$ cat config.mk
export PLATFORM = sky130hd
export DESIGN_NAME = flow_lookup_responder
export DESIGN_NICKNAME = d
export VERILOG_FILES = /design/src/rtl/flow_lookup_responder.sv
export SDC_FILE = /design/constraint.sdc
export NUM_CORES = 2
export LEC_CHECK = 0
export ABC_AREA = 0
export BUFFER_PORTS_ARGS = -buffer_cell sky130_fd_sc_hd__buf_4
export CAP_MARGIN = 20
export CORE_AREA = 2 2 747 749
export DETAILED_ROUTE_END_ITERATION = 8
export DIE_AREA = 0 0 749 751
export HOLD_SLACK_MARGIN = 0.08
export SYNTH_ARGS = -nofsm -noshare
export SYNTH_HDL_FRONTEND = slang
export SYNTH_MEMORY_MAX_BITS = 65536
export SYNTH_SLANG_ARGS = --single-unit
$ cat constraint.sdc
create_clock -name asclk -period 90.6 [get_ports asclk]
set_input_delay 0 -clock asclk [delete_from_list [all_inputs] [get_ports asclk]]
set_output_delay 0 -clock asclk [all_outputs]
set_load 0.005 [all_outputs]
$ cat src/rtl/flow_lookup_responder.sv
// Flow-table responder: acknowledges a lookup request, searches the table one row per cycle
// and returns hit/miss, winning index and action over a valid/ready result interface.
module flow_lookup_responder #(
  parameter int unsigned OPENFLOW_MATCH_SIZE   = 256,
  parameter int unsigned C_AXIS_LEN_DATA_WIDTH = 16,
  parameter int unsigned NUM_ENTRIES           = 8,
  parameter int unsigned IDX_WIDTH             = 3,
  parameter int unsigned ACTION_WIDTH          = 32
) (
  input  logic                             asclk,
  input  logic                             aresetn,
  input  logic                             lu_req,
  input  logic [OPENFLOW_MATCH_SIZE-1:0]   lu_entry,
  input  logic [C_AXIS_LEN_DATA_WIDTH-1:0] lu_len,
  output logic                             lu_ack,
  input  logic                             tbl_wr_en,
  input  logic [IDX_WIDTH-1:0]             tbl_wr_addr,
  input  logic                             tbl_wr_valid,
  input  logic [OPENFLOW_MATCH_SIZE-1:0]   tbl_wr_entry,
  input  logic [OPENFLOW_MATCH_SIZE-1:0]   tbl_wr_mask,
  input  logic [ACTION_WIDTH-1:0]          tbl_wr_action,
  output logic                             res_valid,
  input  logic                             res_ready,
  output logic                             res_hit,
  output logic [IDX_WIDTH-1:0]             res_index,
  output logic [ACTION_WIDTH-1:0]          res_action,
  output logic [C_AXIS_LEN_DATA_WIDTH-1:0] res_len,
  output logic [31:0]                      hit_count,
  output logic [31:0]                      miss_count
);

  typedef enum logic [1:0] {StIdle, StSearch, StResult} state_e;

  state_e                             state_q, state_d;
  logic [IDX_WIDTH-1:0]               idx_q, idx_d;
  logic [OPENFLOW_MATCH_SIZE-1:0]     key_q, key_d;
  logic                               req_seen_low_q, req_seen_low_d;
  logic                               lu_ack_q, lu_ack_d;
  logic                               res_hit_q, res_hit_d;
  logic [IDX_WIDTH-1:0]               res_index_q, res_index_d;
  logic [ACTION_WIDTH-1:0]            res_action_q, res_action_d;
  logic [C_AXIS_LEN_DATA_WIDTH-1:0]   res_len_q, res_len_d;
  logic [31:0]                        hit_count_q, hit_count_d;
  logic [31:0]                        miss_count_q, miss_count_d;

  logic [NUM_ENTRIES-1:0]             tbl_valid_q;
  logic [OPENFLOW_MATCH_SIZE-1:0]     tbl_entry_q  [NUM_ENTRIES];
  logic [OPENFLOW_MATCH_SIZE-1:0]     tbl_mask_q   [NUM_ENTRIES];
  logic [ACTION_WIDTH-1:0]            tbl_action_q [NUM_ENTRIES];

  logic wr_addr_ok;
  logic row_match;
  logic idx_last;

  // Out-of-range addresses only exist when the table is not a power of two.
  if (NUM_ENTRIES == (2 ** IDX_WIDTH)) begin : g_full_range
    assign wr_addr_ok = 1'b1;
  end else begin : g_partial_range
    assign wr_addr_ok = (32'(tbl_wr_addr) < NUM_ENTRIES);
  end

  // Table writes land at the clock edge, so a row compared this cycle sees its old contents.
  always_ff @(posedge asclk) begin
    if (!aresetn) begin
      tbl_valid_q <= '0;
    end else if (tbl_wr_en && wr_addr_ok) begin
      tbl_valid_q[tbl_wr_addr] <= tbl_wr_valid;
    end
  end

  always_ff @(posedge asclk) begin
    if (tbl_wr_en && wr_addr_ok) begin
      tbl_entry_q[tbl_wr_addr]  <= tbl_wr_entry;
      tbl_mask_q[tbl_wr_addr]   <= tbl_wr_mask;
      tbl_action_q[tbl_wr_addr] <= tbl_wr_action;
    end
  end

  assign row_match = tbl_valid_q[idx_q] &&
                     (((key_q ^ tbl_entry_q[idx_q]) & tbl_mask_q[idx_q]) == '0);
  assign idx_last  = (idx_q == IDX_WIDTH'(NUM_ENTRIES - 1));

  always_comb begin
    state_d        = state_q;
    idx_d          = idx_q;
    key_d          = key_q;
    lu_ack_d       = 1'b0;
    res_hit_d      = res_hit_q;
    res_index_d    = res_index_q;
    res_action_d   = res_action_q;
    res_len_d      = res_len_q;
    hit_count_d    = hit_count_q;
    miss_count_d   = miss_count_q;
    req_seen_low_d = req_seen_low_q | ~lu_req;

    unique case (state_q)
      StIdle: begin
        if (lu_req && req_seen_low_q) begin
          key_d          = lu_entry;
          res_len_d      = lu_len;
          idx_d          = '0;
          lu_ack_d       = 1'b1;
          req_seen_low_d = 1'b0;
          state_d        = StSearch;
        end
      end
      StSearch: begin
        if (row_match) begin
          res_hit_d    = 1'b1;
          res_index_d  = idx_q;
          res_action_d = tbl_action_q[idx_q];
          state_d      = StResult;
        end else if (idx_last) begin
          res_hit_d    = 1'b0;
          res_index_d  = '0;
          res_action_d = '0;
          state_d      = StResult;
        end else begin
          idx_d = idx_q + IDX_WIDTH'(1);
        end
      end
      StResult: begin
        if (res_ready) begin
          if (res_hit_q) hit_count_d = hit_count_q + 32'd1;
          else           miss_count_d = miss_count_q + 32'd1;
          state_d = StIdle;
        end
      end
      default: state_d = StIdle;
    endcase
  end

  always_ff @(posedge asclk) begin
    if (!aresetn) begin
      state_q        <= StIdle;
      idx_q          <= '0;
      key_q          <= '0;
      req_seen_low_q <= 1'b1;
      lu_ack_q       <= 1'b0;
      res_hit_q      <= 1'b0;
      res_index_q    <= '0;
      res_action_q   <= '0;
      res_len_q      <= '0;
      hit_count_q    <= '0;
      miss_count_q   <= '0;
    end else begin
      state_q        <= state_d;
      idx_q          <= idx_d;
      key_q          <= key_d;
      req_seen_low_q <= req_seen_low_d;
      lu_ack_q       <= lu_ack_d;
      res_hit_q      <= res_hit_d;
      res_index_q    <= res_index_d;
      res_action_q   <= res_action_d;
      res_len_q      <= res_len_d;
      hit_count_q    <= hit_count_d;
      miss_count_q   <= miss_count_d;
    end
  end

  assign lu_ack     = lu_ack_q;
  assign res_valid  = (state_q == StResult);
  assign res_hit    = res_hit_q;
  assign res_index  = res_index_q;
  assign res_action = res_action_q;
  assign res_len    = res_len_q;
  assign hit_count  = hit_count_q;
  assign miss_count = miss_count_q;

endmodule
### Word level (Yosys, flattened, before mapping)

Memory sizes are Yosys's and may differ from the RTL's. A register that Yosys moved wholly into a read port is not among the register bits.
Cells that the tools add are included.

| operators by class | value |
|---|---|
| eq/ne operators | 8 |
| muxes and demuxes | 31 |
| magnitude comparators | 3 |
| bitwise logic cells | 5 |
| reductions and logical operators | 14 |
| add/subtract/negate cells | 3 |

Operators by type and width:

| kind | number |
|---|---|
| AND 256 bit | 1 |
| logical NOT 256 bit | 1 |
| bitwise XOR 256 bit | 1 |
| adder 32 x 1 -> 32 bit (second input constant) | 2 |
| 2-to-1 mux 32 bit | 2 |
| 2-to-1 mux 3 bit | 11 |
| 2-to-1 mux 1 bit | 9 |
| AND reduction 3 bit | 3 |
| bitwise mux 8 bit | 1 |
| < comparator 3 x 4 -> 1 bit (second input constant) | 2 |
| 2-to-1 mux 2 bit | 4 |
| != test 2 bit (second input constant) | 3 |
| one-hot mux 2 bit (3 select lines) | 1 |
| one-hot mux 3 bit (2 select lines) | 1 |
| AND reduction 2 bit | 3 |
| AND reduction 4 bit | 1 |
| nonzero test 2 bit | 2 |
| adder 3 x 1 -> 3 bit (second input constant) | 1 |
| binary-select mux 1 bit (select 3 bit) | 1 |
| demux 1 bit (select 3 bit) | 1 |
| equality test 3 bit (second input constant) | 1 |
| >= comparator 3 x 1 -> 1 bit (second input constant) | 1 |
| logical AND 1 bit | 3 |
| != test 3 bit (second input constant) | 1 |
| 6 further kinds | 7 |

| storage, ports and cells | value |
|---|---|
| output and inout port bits | 118 |
| input bits | 825 |
| memories | 3 |
| register bits after elaboration | 387 |
| logic and storage cells | 79 |
| memory bits (writable) | 4352 |

Memories:

| memory | depth | width | rd ports | clocked after memory_dff | wr ports | RTL line | source |
|---|---|---|---|---|---|---|---|
| tbl_entry_q | 8 | 256 | 1 | 1 | 1 | 47 | `logic [OPENFLOW_MATCH_SIZE-1:0] tbl_entry_q [NUM_ENTRIES];` |
| tbl_mask_q | 8 | 256 | 1 | 1 | 1 | 48 | `logic [OPENFLOW_MATCH_SIZE-1:0] tbl_mask_q [NUM_ENTRIES];` |
| tbl_action_q | 8 | 32 | 1 | 1 | 1 | 49 | `logic [ACTION_WIDTH-1:0] tbl_action_q [NUM_ENTRIES];` |

### Longest topological paths before layout

| depth | value |
|---|---|
| word-level depth | 8 |
| gate-level depth with buffers | 19 |
| mapped depth without buffers | 11 |

### Worst setup path before layout

No wires, ideal clock.

| timing path | value |
|---|---|
| path type | input -> register |
| start point | in tbl_wr_addr[1] |
| end point | reg tbl_valid_q[0] |
| setup slack | 50.789 ns |
| stages on the path | 3 |
| path buffers | 0 |
| library setup time | 0.167 ns |
| data arrival time | 39.644 ns |
| required time | 90.433 ns |
| cell sequence | nor3_1 > mux2i_1 > nor2b_1 |

| on the way | value |
|---|---|
| longest elaborated chain between the ends | 5 |
| elaborated cells between the ends (all ways) | 6 |
| those cells by class | order compare: 2; mux: 3; reduce/logical: 1 |

Ends and longest elaborated chain:

| what | RTL line | source |
|---|---|---|
| start: declaration | 17 | `input logic [IDX_WIDTH-1:0] tbl_wr_addr,` |
| < comparator 3 x 4 -> 1 bit (not written as such) or >= comparator 3 x 1 -> 1 bit (tied branches) | 67 | `tbl_valid_q[tbl_wr_addr] <= tbl_wr_valid;` |
| logical AND 1 bit (not written as such) | 67 |  |
| 2-to-1 mux 1 bit (not written as such) | 67 |  |
| demux 1 bit (select 3 bit) (*) | 67 |  |
| bitwise mux 8 bit (*) | 67 |  |
| end signal: indexed assignment | 67 |  |
| end: declaration | 46 | `logic [NUM_ENTRIES-1:0] tbl_valid_q;` |

Mark *: on every way between the ends. The rest lies on a longest branch, timed or not.
A chain may end at the register's enable or synchronous reset.

==> results.py <==
metrics = {
    "run_status": {
        "outcome": "completed",
    },
    "power_and_ir_drop": {
        "power_density_nw_per_um2": 20.92,
        "swShare_pct": 23.37,
        "seq_power_share_pct": 50.6,
        "intPower_mw": 3.801,
        "combPwrFrac_pct": 7.2,
        "p_leak_nw": 78.80,
        "pwr-share-clk_pct": 42.2,
        "power.switching_mw": 1.159,
        "vdd_ir_drop_max_mv": 0.02058,
    },
    "clock_network": {
        "cts_buffers": 522,
        "clock_latency_ps": 1030,
        "root_buffer": "clkbuf_16",
        "cts.repair.resized": 0,
        "cts_setup_buffers": 0,
        "clk_path_buf_depth": 4,
        "postCtsHoldBufs": 1707,
        "cts_tree": "built",
        "ctsHtreeMaxLevel": 6,
        "clk_pin_slew_worst_paths_ps": 60,
        "cts_num_sinks": 4742,
    },
    "critical_path": {
        "end_kind": "register",
        "crit_path_start_kind": "register",
        "path_class": "reg2reg",
        "reg2regPathDepth": 16,
        "r2r_end": "res_action[23]",
        "required_ps": 91530,
        "cp.arrival_ps": 9380,
        "path_max_fanout": 77,
        "r2r_slack_ps": 82150,
    },
    "timing": {
        "hold_viol": 0,
        "setup_tns_ps": 0,
        "post-route-period-util_pct": 9.331,
        "finalSetupViolCount": 0,
        "max_freq_mhz": 118.3,
        "hold_ws_ps": 126.5,
        "clock_skew_ps": 67.93,
        "rsz0062_at_grt": "false",
        "slew_headroom_pct": 19.69,
        "worstMarginPinSlew_ps": 1205,
        "drv_slew": 0,
        "finalCriticalPeriod_ps": 8454,
    },
    "detailed_routing": {
        "drt_iter0_markers": 11480,
        "vias_per_cell": 5.230,
        "vias": 116400,
        "final_antenna_net_count": 0,
        "firstDrtPassIters": 8,
        "drt-total-wl_um": 563400,
        "route.detailed.drc": 0,
        "wire_per_inst_um": 25.32,
    },
    "logic_synthesis": {
        "synthXorXnorAreaFrac_pct": 1.905,
        "yosys.area_share.simple_pct": 7.057,
        "syn_inst": 11700,
        "async_flop_share_pct": 0,
        "synth_cell_types": 81,
        "ys_warn_count": 0,
        "synthMuxAreaShare_pct": 7.651,
        "synth.avg_cell_area_um2": 16.06,
        "synth_area_leaders": "edfxtp_1, dfxtp_1, mux4_2, mux2i_1, nand2_1",
        "synth.largest_area_cell": "edfxtp_1",
        "synth-main-ff-cell": "edfxtp_1",
        "netlist_area_um2": 188000,
        "seq_area_frac_synth_pct": 73.67,
        "synth_nets": 12530,
        "synth_top_family_by_area": "multiplexers",
        "yosys.area.top_type_share_pct": 69.51,
        "synth_fa_ha_area_share_pct": 0.02662,
        "synth_compound_area_share_pct": 7.137,
        "ys_ff_latch": 4742,
        "synth-edff-count": 4352,
    },
    "place": {
        "place_area_um2": 202700,
        "port_buffers": 942,
        "place.gp.congestion": 0.8125,
        "dp_hpwl_um": 360200,
    },
    "worst_hold_path": {
        "hp-class": "in2reg",
        "hold_path_depth": 4,
        "hold_end": "key_q[142]",
        "hp-start": "lu_entry[142]",
    },
    "grt": {
        "grt_overflow": 0,
        "grt_pass1_wl_um": 799800,
        "grt_antenna_before_repair": 208,
        "grt_pass1_vias": 113800,
        "grt_usage_pct": 19.17,
        "grt_max_degree": 204,
    },
    "floorplanning": {
        "io_pins": 943,
        "die-area_um2": 562500,
        "rows": 274,
        "core_area_um2": 554700,
        "die_height_um": 751,
        "start_util_pct": 33.89,
        "fp.dieW_um": 749,
    },
    "finish": {
        "syn2layout_area_growth_pct": 26.13,
        "drive_above_1_share_pct": 15.69,
        "nets": 15240,
        "design_area_um2": 237100,
    },
    "job": {
        "cap_viol_max_count": 0,
    },
}
-- layer usage --
layer / global-route usage [%] / part of all wire [%]
met1: 25.64 / 42
met2: 32.14 / 48
met3: 3.522 / 6.7
met4: 5.067 / 2.6
met5: 0 / 0.12
-- sequential cells by signal, indices dropped and copies added, names as in the netlist, 16 cells and up, named ones only --
signal        cells
hit_count        32
miss_count       32
res_action       32
res_len          16
key_q           256
tbl_action_q    256
tbl_mask_q     2048
tbl_entry_q    2048
-- final cells by class --
| type | instances | area, um2 |
|---|---|---|
| repair buffers | 2826 | 25780 |
| clock buffers | 712 | 14220 |
| multi-input cells | 5916 | 44840 |
| inverters | 398 | 1519 |
| fillers | 48850 | 317600 |
| well taps | 7314 | 9151 |
| flip-flops and latches | 4742 | 138500 |
| clock inverters | 239 | 2840 |
| diodes | 108 | 270.3 |
-- worst max-delay path by stage --
| stage | start | to | slack (ps) |
|---|---|---|---|
| global route | register | res_action[23] | 81680 |
| CTS | register | res_action[30] | 82080 |
| floorplan | tbl_wr_addr[1] | tbl_valid_q[0] | 50790 |
| detailed placement | register | res_action[10] | 82130 |
| global placement | register | res_action[22] | 82160 |
| finish | register | res_action[23] | 82150 |
-- worst max-delay path, cell delays in order (launching register included) --
cell       delay [ps]
dfxtp_4           870
buf_4             680
buf_4             720
buf_4             810
buf_4             730
mux2_2            420
nor3b_1           140
a211oi_1          240
a31oi_1           110
a2111oi_0         670
o2111ai_1         290
o41ai_2           630
buf_4             270
nand2_1            60
and4bb_2          570
nand3_4           520
o2bb2ai_1         360
-- through the flow --
stage | setup WS [ps] | total power [mW] | util [%] | instances
2_1_floorplan | 50790 | 2.735 | - | 11700
3_3_place_gp | 82160 | 2.842 | 36.54 | 19490
3_5_place_dp | 82130 | 2.848 | 36.54 | 19490
4_1_cts | 82080 | 5.002 | 42.70 | 22150
5_1_grt | 81680 | 5.118 | 42.73 | 22210
6_report | 82150 | 4.961 | 42.75 | 22260
-- synth_stat cells (122+ instances only) --
master    instances
a21oi_1         373
a32o_1          122
a32oi_1         122
and3_1          127
buf_2           252
clkbuf_1        239
dfxtp_1         390
edfxtp_1       4352
inv_1           397
mux2i_1         567
mux4_2          328
nand2_1         962
nand3_1         377
nand3b_1        260
nor2_1          426
o21ai_0         298
o311ai_0        130
xor2_1          310
-- layout by cell type, fill, tap and decap left out, types with 73 or more instances in the layout --
master	instances
o311ai_0	130
nor4_1	87
nor2_1	420
nand3b_1	260
mux2_2	115
mux4_2	328
and3_1	126
dfxtp_1	387
inv_1	394
xor2_1	310
a31oi_1	86
xnor2_1	99
a32o_1	122
a311o_1	73
buf_4	1092
dlygate4sd3_1	1707
a21boi_0	113
edfxtp_1	4352
o21ai_0	298
clkbuf_1	150
a32oi_1	122
a311oi_1	87
nand3_1	376
clkbuf_16	527
a21oi_1	373
mux2i_1	567
diode_2	108
nand2_1	962
-- logic make-up (layout without fill, tap and decap cells) --
kind of cell,Yosys count,after routing
AOI/OAI and AO/OA,1852,1852
xor gates and xnor gates,409,409
adders and majority gates,4,4
buffers and inverters,1045,4175
DFF,4742,4742
muxes,1011,1011
other,0,108
and+or+nand+nor,2640,2640
-- power by group through the flow --
stage	registers, mW	logic, mW	clock network (mW)
floorplan	2.57	0.164	0
detailed placement	2.55	0.293	0
CTS	2.51	0.361	2.13
global route	2.52	0.384	2.22
global placement	2.55	0.290	0
finish	2.51	0.358	2.09
No activity file was read; power rests on OpenSTA's default activity.
